--- config.mk ---
export PLATFORM = sky130hd
export DESIGN_NAME = r5p_bus_arb
export DESIGN_NICKNAME = d
export VERILOG_FILES = /design/src/rtl/r5p_bus_arb.sv
export SDC_FILE = /design/constraint.sdc
export NUM_CORES = 1
export LEC_CHECK = 0
export BUFFER_PORTS_ARGS = -buffer_cell sky130_fd_sc_hd__buf_2
export CAP_MARGIN = 30
export CORE_AREA = 4 4 103 105
export CTS_BUF_LIST = sky130_fd_sc_hd__clkbuf_8
export CTS_CLUSTER_SIZE = 8
export DETAILED_ROUTE_END_ITERATION = 6
export DIE_AREA = 0 0 107 109
export PLACE_DENSITY = 0.57
export SYNTH_ARGS = -nofsm -noshare
export SYNTH_HDL_FRONTEND = slang
export SYNTH_SLANG_ARGS = --single-unit
export TNS_END_PERCENT = 100
--- constraint.sdc ---
create_clock -name clk -period 2.3 [get_ports clk]
set_clock_uncertainty 0.1 [all_clocks]
set_input_delay 0.345 -clock clk [delete_from_list [all_inputs] [get_ports clk]]
set_output_delay 0.345 -clock clk [all_outputs]
set_load 0.01 [all_outputs]
--- src/rtl/r5p_bus_arb.sv ---
// Two-port (fetch / load-store) to one memory bus arbiter with wait-state grant lock and read-data return routing.
// Optional feature: define R5P_BUS_ARB_RR_EN for round-robin conflict resolution (default: load/store has fixed priority).
module r5p_bus_arb #(
    parameter int AW = 32,
    parameter int DW = 32,
    parameter int SW = DW/8
) (
    input  logic            clk,
    input  logic            rst,
    input  logic            if_req,
    input  logic [AW-1:0]   if_adr,
    output logic [SW*8-1:0] if_rdt,
    output logic            if_ack,
    input  logic            ls_req,
    input  logic            ls_wen,
    input  logic [AW-1:0]   ls_adr,
    input  logic [SW-1:0]   ls_sel,
    input  logic [SW*8-1:0] ls_wdt,
    output logic [SW*8-1:0] ls_rdt,
    output logic            ls_ack,
    output logic            m_req,
    output logic            m_wen,
    output logic [AW-1:0]   m_adr,
    output logic [SW-1:0]   m_sel,
    output logic [SW*8-1:0] m_wdt,
    input  logic [SW*8-1:0] m_rdt,
    input  logic            m_ack
);

    typedef enum logic {ST_FREE, ST_LOCK} state_t;

    localparam logic P_IF = 1'b0;
    localparam logic P_LS = 1'b1;

    state_t state, state_nxt;
    logic   own, own_nxt;
    logic   lst;
    logic   rd_vld;
    logic   rd_own;
    logic   win;
    logic   conflict_win;
    logic   hs;

`ifdef R5P_BUS_ARB_RR_EN
    assign conflict_win = ~lst;
`else
    assign conflict_win = P_LS;
`endif

    always_comb begin
        win = P_LS;
        if (state == ST_LOCK)
            win = own;
        else if (if_req && ls_req)
            win = conflict_win;
        else if (if_req)
            win = P_IF;
    end

    // Gated by rst so nothing reaches the bus while reset is held.
    assign m_req = ~rst & ((win == P_LS) ? ls_req : if_req);
    assign hs    = m_req & m_ack;

    always_comb begin
        m_wen = 1'b0;
        m_adr = '0;
        m_sel = '0;
        m_wdt = '0;
        if (m_req) begin
            if (win == P_LS) begin
                m_wen = ls_wen;
                m_adr = ls_adr;
                m_sel = ls_sel;
                m_wdt = ls_wdt;
            end else begin
                m_adr = if_adr;
                m_sel = {SW{1'b1}};
            end
        end
    end

    assign if_ack = hs & (win == P_IF);
    assign ls_ack = hs & (win == P_LS);

    assign if_rdt = (rd_vld && rd_own == P_IF) ? m_rdt : '0;
    assign ls_rdt = (rd_vld && rd_own == P_LS) ? m_rdt : '0;

    always_comb begin
        state_nxt = state;
        own_nxt   = own;
        case (state)
            ST_FREE: begin
                if (m_req && !m_ack) begin
                    state_nxt = ST_LOCK;
                    own_nxt   = win;
                end
            end
            ST_LOCK: begin
                if (m_ack)
                    state_nxt = ST_FREE;
            end
            default: state_nxt = ST_FREE;
        endcase
    end

    always_ff @(posedge clk or posedge rst) begin
        if (rst) begin
            state  <= ST_FREE;
            own    <= P_LS;
            lst    <= P_IF;
            rd_vld <= 1'b0;
            rd_own <= P_IF;
        end else begin
            state  <= state_nxt;
            own    <= own_nxt;
            rd_vld <= hs;
            if (hs) begin
                rd_own <= win;
                lst    <= win;
            end
        end
    end

    // The locked owner must keep requesting until its transfer is acknowledged.
    a_lock_req_held: assert property (@(posedge clk) disable iff (rst)
        (state == ST_LOCK) |-> ((own == P_LS) ? ls_req : if_req));

    a_lst_tracks_win: assert property (@(posedge clk) disable iff (rst)
        hs |=> (lst == $past(win)));

endmodule

==> metrics.txt, run 1 <==
slowest stage cell, crit path=dfstp_2; top-count cell post-synth=and2_1; total power=969.6 uW; startpoint types=flop; synthesized area per cell=7.260 um2; Final Slew Violations=0; most area-consuming cells after synthesis=and2_1 (22%), nand3_2 (16%), a21oi_2 (14%); setup slack, reg-to-reg=0.75 ns; I/O pin count=274; vias in the first global route=2809; Worst Path Max Fanout=17; biggest cell delay along the critical path=0.54 ns; share of cells above drive strength 1=69.90%; Max-Cap Viols=0; Seq/Total Area, Yosys=5.518%; sw frac=46.29%; CP required=1.86 ns; Final period util=96.86%; worst hold-check path type=primary input to async pin; worst vdd ir=0.1173 mV; storage element area=101.3 um2; Switching Power=448.8 uW; commonest cells in the netlist=and2_1 (65), and3_1 (32), a21oi_2 (30), nand3_2 (30), o21ai_0 (22); Syn Inst Count=253; P_int=520.8 uW; Register-to-Register Path Depth=5; Die Wd=107 um; multi-input logic area=1536 um2; DR WL/cell=14.24 um; vias per cell=4.331; Critical Path Sink Type=output pin; Die ar.=11660 um2; CTS buffer count=3; fmax=448.9 MHz; CTS sink count=4; first-pass GRT wire length=13540 um; CP arrival=1.78 ns; Primary FF master, synth=dfrtp_1; syn nets=391; crit path kind=flop to output pin; Crit Reg-Reg Endpoint=rd_own; Clock transition at path regs=0.03 ns; setup TNS=0 ns; FFs w/ async S/R, synth=100.0%; dpl hpwl=7941 um; gr usage total=14.32%; Routed Antenna Nets=0; Fin. Hold Viols=0; DRC=0; worst path cell trace=mux2i_1 -> a21o_2 -> buf_4 -> a21oi_2 -> buf_2; post-cts resize count=0; Die Y=109 um; Pleak=0.002106 uW; RR Startpoint=state; status=finished, final reports clean; clock network power share=16.2%; Post-synth EDFFs=0; combinational share of power=74.4%; max_slew headroom=81.20%; Yosys top cell by area=and2_1; Setup Buffers After CTS=0; top cell family by delay on the critical path=flip-flops; count of input and output buffers=273; Starting Density=19.06%; fillcell total=1066; drt total wl=9241 um; gr ovfl total=0; Syn Std Cell Area=1837 um2; CTS Buffer Depth=2; CTS tree=yes; core area=9639 um2; Cell Count Post-Placement=643; Area Growth Syn to Fin=82.77%; crit path time final=2.228 ns; RSZ-0062 raised after global routing=false; drt pass-1 iters=4; Synth cell types=33; initial antenna violation count=1; flops & latches, synth=4; Worst Path Buf+Inv=2; initial drt markers=110; maximum number of pins on one net before global-route repair=34; routed vias=2811; Warnings, synthesis=0; CTS Root Cell=clkbuf_8; # rows=36; Reg power frac=9.5%; final setup violating endpoints=0; RD Place Congestion=0.8207; power per cell area=288.8 nW/um2; Worst-Margin Slew=0.2790 ns; Util after Layout=34.83%; Post-Layout Cell Count=649; H-tree Lvls=1; NumNets Final=654; hold buffer count at cts=1; post-synth top area share=22.14%; worst-skew pair later-pin latency=0.22 ns
-- per-stage QoR --
step	hold slack (ns)	worst slack [ns]	cell area, um2
2_1_floorplan	0.01884	0.5505	1837
3_3_place_gp	0.1701	0.3018	3299
5_1_grt	0.09481	0.004119	3357
3_5_place_dp	0.1782	0.2941	3299
4_1_cts	0.09014	0.06818	3354
6_report	0.08318	0.07220	3357
-- worst max path at each step --
stage,from,to,cells after the start
2_1_floorplan,own,m_sel[0],5
4_1_cts,own,m_adr[28],5
5_1_grt,own,m_adr[24],5
6_report,own,m_adr[28],5
3_3_place_gp,ls_req,m_sel[1],6
3_5_place_dp,ls_req,m_sel[0],6
-- state kept, by name (all words and copies together), names as in the netlist --
register,flops
state,1
own,1
rd_vld,1
rd_own,1
-- power groups by stage --
stage | combinational [uW] | sequential (uW) | clock [uW]
CTS | 728 | 92.0 | 162
global route | 792 | 94.2 | 169
floorplan | 413 | 97.0 | 0
finish | 721 | 91.8 | 157
global placement | 713 | 91.6 | 0
detailed placement | 724 | 92.7 | 0
-- cell families (layout without fill, tap and decap cells) --
kind of cell / after synthesis / after routing / synth area share, %
compound gates: 73 / 73 / 27.59
buf+inv: 33 / 295 / 11.38
flops: 4 / 4 / 5.518
mux: 2 / 2 / 1.158
other cells: 0 / 1 / 0
simple gates: 141 / 141 / 54.36
-- per-layer routing --
layer / global-route usage (%) / vias up / wire (um)
met1: 14.79 / 1259 / 3333
met3: 2.724 / 9 / 770
met4: 4.475 / 0 / 152
met2: 28.82 / 141 / 4985
li1: - / 1402 / -
met5: 0 / - / 0
-- cells in the final DEF (no fill, tap or decap), types with 2 or more instances in the layout --
cell        n
a21oi_1     2
buf_4      13
o21a_1      5
clkbuf_8    3
and3_1     32
inv_1       3
and2_1     65
o21ai_1    10
nand3_2    30
nand3_1     2
nor3_1      3
dfrtp_1     3
o21ai_0    22
buf_2     273
a21oi_2    30
-- area by class of cell --
cell class	count	share of cell area, %
sequential	4	3.019
timing repair buffer	288	44.50
tap	133	4.957
clock inverter	1	0.1118
clock buffer	3	1.230
antenna	1	0.07454
inverter	3	0.3354
multi-input combinational	216	45.77
Note: power is estimated with default switching activity, not from simulation.
==> inputs of run 2 (changes only) <==
==> constraint.sdc (replaced) <==
create_clock -name clk -period 2.3 [get_ports clk]
set_clock_uncertainty 0.1 [all_clocks]
set_input_delay 0.23 -clock clk [delete_from_list [all_inputs] [get_ports clk]]
set_output_delay 0.23 -clock clk [all_outputs]
set_load 0.01 [all_outputs]
==> run 2 against run 1 <==
Compared with the run above: power shrank 0.68%; die area is the same; cell area fell by 0.11%; highest routed layer unchanged; largest cell class unchanged; critical path depth is 2 higher; sequential share of layout area barely moved.
==> metrics.txt, run 2 (synthesis gave the netlist of run 1 again) <==
status=finished, final reports clean; Die Y=109 um; DRC=0; core area=9639 um2; Worst-Margin Slew=0.2659 ns; crit path time final=2.187 ns; met2 routed WL=5016 um; CTS buffer count=3; Post-Layout Cell Count=647; Antenna diodes=0; setup TNS=0 ns; Pleak=0.002103 uW; final setup violating endpoints=0; startpoint types=primary input; Final Slew Violations=0; gr usage total=13.90%; Util after Layout=34.79%; NumNets Final=653; Fin. Hold Viols=0; fin area=3353 um2; drt total wl=9066 um; worst vdd ir=0.1659 mV; Clock transition at path regs=0.03 ns; H-tree Lvls=1; most common cell after layout, fill and taps aside=buf_2; fillcell total=1084; count of input and output buffers=273; # rows=36; crit path kind=primary input to output pin; storage element area=101.3 um2; hold_ws=0.2307 ns; RSZ-0062 raised after global routing=false; RD Place Congestion=0.8094; Placed Area=3292 um2; initial antenna violation count=0; CP required=1.97 ns; worst-skew pair later-pin latency=0.22 ns; routed vias=2766; Starting Density=19.06%; vias in the first global route=2609; vias per cell=4.275; worst hold-check path type=primary input to flop; CTS tree=yes; fmax=457.3 MHz; first-pass GRT wire length=13210 um; share of cells above drive strength 1=69.84%; I/O pin count=274; power per cell area=287.2 nW/um2; highest routed layer=met4; drt pass-1 iters=5; Worst Path Max Fanout=26; Routed Antenna Nets=0; Max-Cap Viols=0; DR WL/cell=14.01 um; CTS sink count=4; WL met3=789 um; CTS Root Cell=clkbuf_8; CTS Buffer Depth=2; Die ar.=11660 um2; maximum number of pins on one net before global-route repair=34; Area Growth Syn to Fin=82.56%; max_slew headroom=81.77%; gr ovfl total=0; DRT met1 WL=3203 um; Final period util=95.07%; Cell Count Post-Placement=642; Die Wd=107 um; Setup Buffers After CTS=0; CP arrival=1.86 ns; most frequent cells in the layout=buf_2 (273), and2_1 (65), and3_1 (32); Critical Path Sink Type=output pin; multi-input logic area=1543 um2; dpl hpwl=7858 um; initial drt markers=162
## run 2: cell types whose count changed in the layout (fill, tap and decap cells not counted)
| cell | delta |
|---|---|
| buf_4 | -1 |
| a21o_2 | -1 |
| diode_2 | -1 |
| a21o_4 | +1 |
## run 2: timing repair
item                                    in CTS  in global routing
endpoints found under the setup margin       0                  2
gates resized for setup                      0                  1
hold buffers                                 1                  0
hold endpoints to repair                     3                  0
## run 2: power by group
group / total, uW / internal [uW] / leakage [uW] / switching [uW]
registers: 93.0 / 84.6 / 0.0000475 / 8.33
logic: 716 / 321 / 0.00203 / 395
clock network: 154 / 114 / 0.0000269 / 39.7
total: 963 / 520 / 0.00210 / 443
## run 2: cell type report
type	instances	share of cell area, %
Clock buffer	3	1.231
Inverter	3	0.3358
Sequential cell	4	3.022
Clock inverter	1	0.1119
Tap cell	133	4.963
Timing Repair Buffer	287	44.33
Multi-Input combinational cell	216	46.01
## run 2: final timing paths
check	slack, ns	from	end	cells past startpoint
max in group asynchronous	1.46	rst	own	3
max	0.11	rst	m_adr[16]	7
min in group asynchronous	0.40	rst	rd_vld	3
min	0.23	m_ack	state	3
max reg2reg	0.70	own	state	4
min reg2reg	0.49	own	own	1
## run 2: per-layer routing
| layer | up-vias | GRT usage, % |
|---|---|---|
| met5 | - | 0 |
| met4 | 0 | 2.740 |
| met3 | 4 | 2.013 |
| met2 | 145 | 28.69 |
| met1 | 1217 | 14.80 |
| li1 | 1400 | - |
## run 2: critical path: stages
cell and delay (ns):
dlygate4sd3_1 0.55, buf_2 0.14, o21bai_1 0.19, a21o_4 0.26, buf_12 0.19, a21oi_2 0.13, buf_2 0.15
## run 2: stage by stage
stage | worst slack (ns) | total power [uW]
4_1_cts | 0.06030 | 975.6
6_report | 0.1134 | 963.0
3_3_place_gp | 0.4200 | 798.3
3_5_place_dp | 0.3683 | 811.3
2_1_floorplan | 0.6655 | 509.5
5_1_grt | 0.01834 | 1048
==> inputs of run 3 (changes only) <==
--- a/config.mk
+++ b/config.mk
@@ -12,7 +12,8 @@
 export CTS_CLUSTER_SIZE = 8
 export DETAILED_ROUTE_END_ITERATION = 6
 export DIE_AREA = 0 0 107 109
-export PLACE_DENSITY = 0.57
+export GPL_TIMING_DRIVEN = 0
+export PLACE_DENSITY = 0.6
 export SYNTH_ARGS = -nofsm -noshare
 export SYNTH_HDL_FRONTEND = slang
 export SYNTH_SLANG_ARGS = --single-unit
==> run 3 against run 2 <==
Compared with the run above: final cell count rose by 2.6%; critical endpoint is now m_adr[4]; highest routed layer unchanged; register-to-register slack got worse by 0.07 ns; cell area rose by 2.3%; combinational power grew 1%.
==> metrics.txt, run 3 (synthesis gave the netlist of run 1 again) <==
slowest stage cell, crit path=dlygate4sd3_1; Pleak=0.002148 uW; Worst Path Buf+Inv=5; crit path kind=primary input to output pin; fillcell total=1064; crit path time final=2.202 ns; Antenna diodes=0; initial antenna violation count=0; startpoint types=primary input; DR WL/cell=14.75 um; worst hold-check path type=primary input to flop; power per cell area=289.1 nW/um2; CTS Buffer Depth=2; Routed Antenna Nets=0; Post-Layout Cell Count=664; Worst-Margin Slew=0.3286 ns; setup TNS=0 ns; CTS sink count=4; CTS tree=yes; Max-Cap Viols=0; Starting Density=19.06%; share of cells above drive strength 1=68.55%; storage element area=101.3 um2; Die Y=109 um; Final WS setup=0.09795 ns; most common cell after layout, fill and taps aside=buf_2; fin area=3431 um2; worst-skew pair later-pin latency=0.22 ns; CP dominant cell by count=buf_2; Setup Buffers After CTS=0; Cell Count Post-Placement=659; initial drt markers=133; core area=9639 um2; vias in the first global route=2772; NumNets Final=670; I/O pin count=274; gr ovfl total=0; Die Wd=107 um; max_slew headroom=78.07%; CP required=1.97 ns; fmax=454.1 MHz; Critical Path Sink Type=output pin; worst vdd ir=0.1260 mV; top cell family by delay on the critical path=buffers and inverters; Fin. Hold Viols=0; most frequent cells in the layout=buf_2 (284), and2_1 (65), and3_1 (32); first-pass GRT wire length=14030 um; gr usage total=14.95%; biggest cell delay along the critical path=0.54 ns; drt total wl=9797 um; worst hold stages=3; maximum number of pins on one net before global-route repair=11; Area Growth Syn to Fin=86.78%; final setup violating endpoints=0; drt pass-1 iters=4; Die ar.=11660 um2; RSZ-0062 raised after global routing=false; H-tree Lvls=1; multi-input logic area=1533 um2; Clock transition at path regs=0.03 ns; routed vias=2883; status=finished, final reports clean; CP arrival=1.87 ns; CTS buffer count=3; worst path cell trace=dlygate4sd3_1 -> buf_2 -> o21bai_1 -> a21o_1 -> buf_2 -> buf_6 -> a21oi_2 -> buf_2; # rows=36; CTS Root Cell=clkbuf_8; DRC=0; Final Slew Violations=0; pre-CTS setup slack=0.3679 ns; Placed Area=3369 um2; vias per cell=4.342; RD Place Congestion=0.8255; hold_ws=0.2238 ns; Final period util=95.74%; Worst Path Max Fanout=10; critical path depth=8; dpl hpwl=8634 um; Register-to-Register Path Depth=5; count of input and output buffers=273
run 3: changes by cell type in the layout (fill, tap and decap cells not counted):
cell      change
a21o_1        +1
a21o_4        -1
buf_12        -1
buf_2        +11
buf_4        -11
buf_6         +9
clkbuf_1      +9
nand2b_1      +1
nand2b_2      -1
or3b_1        +1
or3b_2        -1
run 3: metrics by stage:
| stage | utilization [%] | total power [uW] |
|---|---|---|
| floorplan | - | 509.5 |
| global placement | 34.96 | 822.8 |
| detailed placement | 34.96 | 835.6 |
| CTS | 35.53 | 1004 |
| global route | 35.59 | 1080 |
| finish | 35.59 | 992.0 |
run 3: worst paths after layout:
check	endpoint	slack [ns]	start
setup / recovery	m_adr[4]	0.1	rst
hold / removal	state	0.22	m_ack
setup reg to reg	state	0.63	own
hold reg to reg	own	0.47	own
max in group asynchronous	own	1.47	rst
min in group asynchronous	state	0.38	rst
run 3: final cells by class:
| class | count | area share (%) |
|---|---|---|
| multi-input cells | 216 | 44.68 |
| flip-flops and latches | 4 | 2.954 |
| repair buffers | 274 | 40.12 |
| clock inverters | 1 | 0.1094 |
| clock buffers | 3 | 1.204 |
| well taps | 133 | 4.850 |
| plain buffers | 30 | 5.762 |
| inverters | 3 | 0.3282 |
run 3: worst register-to-register path, stage by stage (launching register included):
cell     delay [ns]
dfstp_2        0.55
mux2i_1        0.27
a21o_1         0.15
buf_2          0.22
inv_2          0.10
o21a_1         0.17
run 3: per-layer routing:
metal  track usage (%)  up-vias  share of wire, %
met4             3.562        0              0.99
met3             3.079        8               8.1
met5                 0        -                 0
met2             29.14      137                54
met1             16.48     1305                37
li1                  -     1433                 -
run 3: repair_timing:
action	in CTS	in global routing
gates resized for setup	0	1
endpoints found under the hold margin	3	0
hold buffers	1	0
endpoints found under the setup margin	0	20
run 3: report_power, final:
part	internal (uW)	switching, uW
registers	84.5	21.4
clock network	115	45.3
logic	330	396
total	529	463
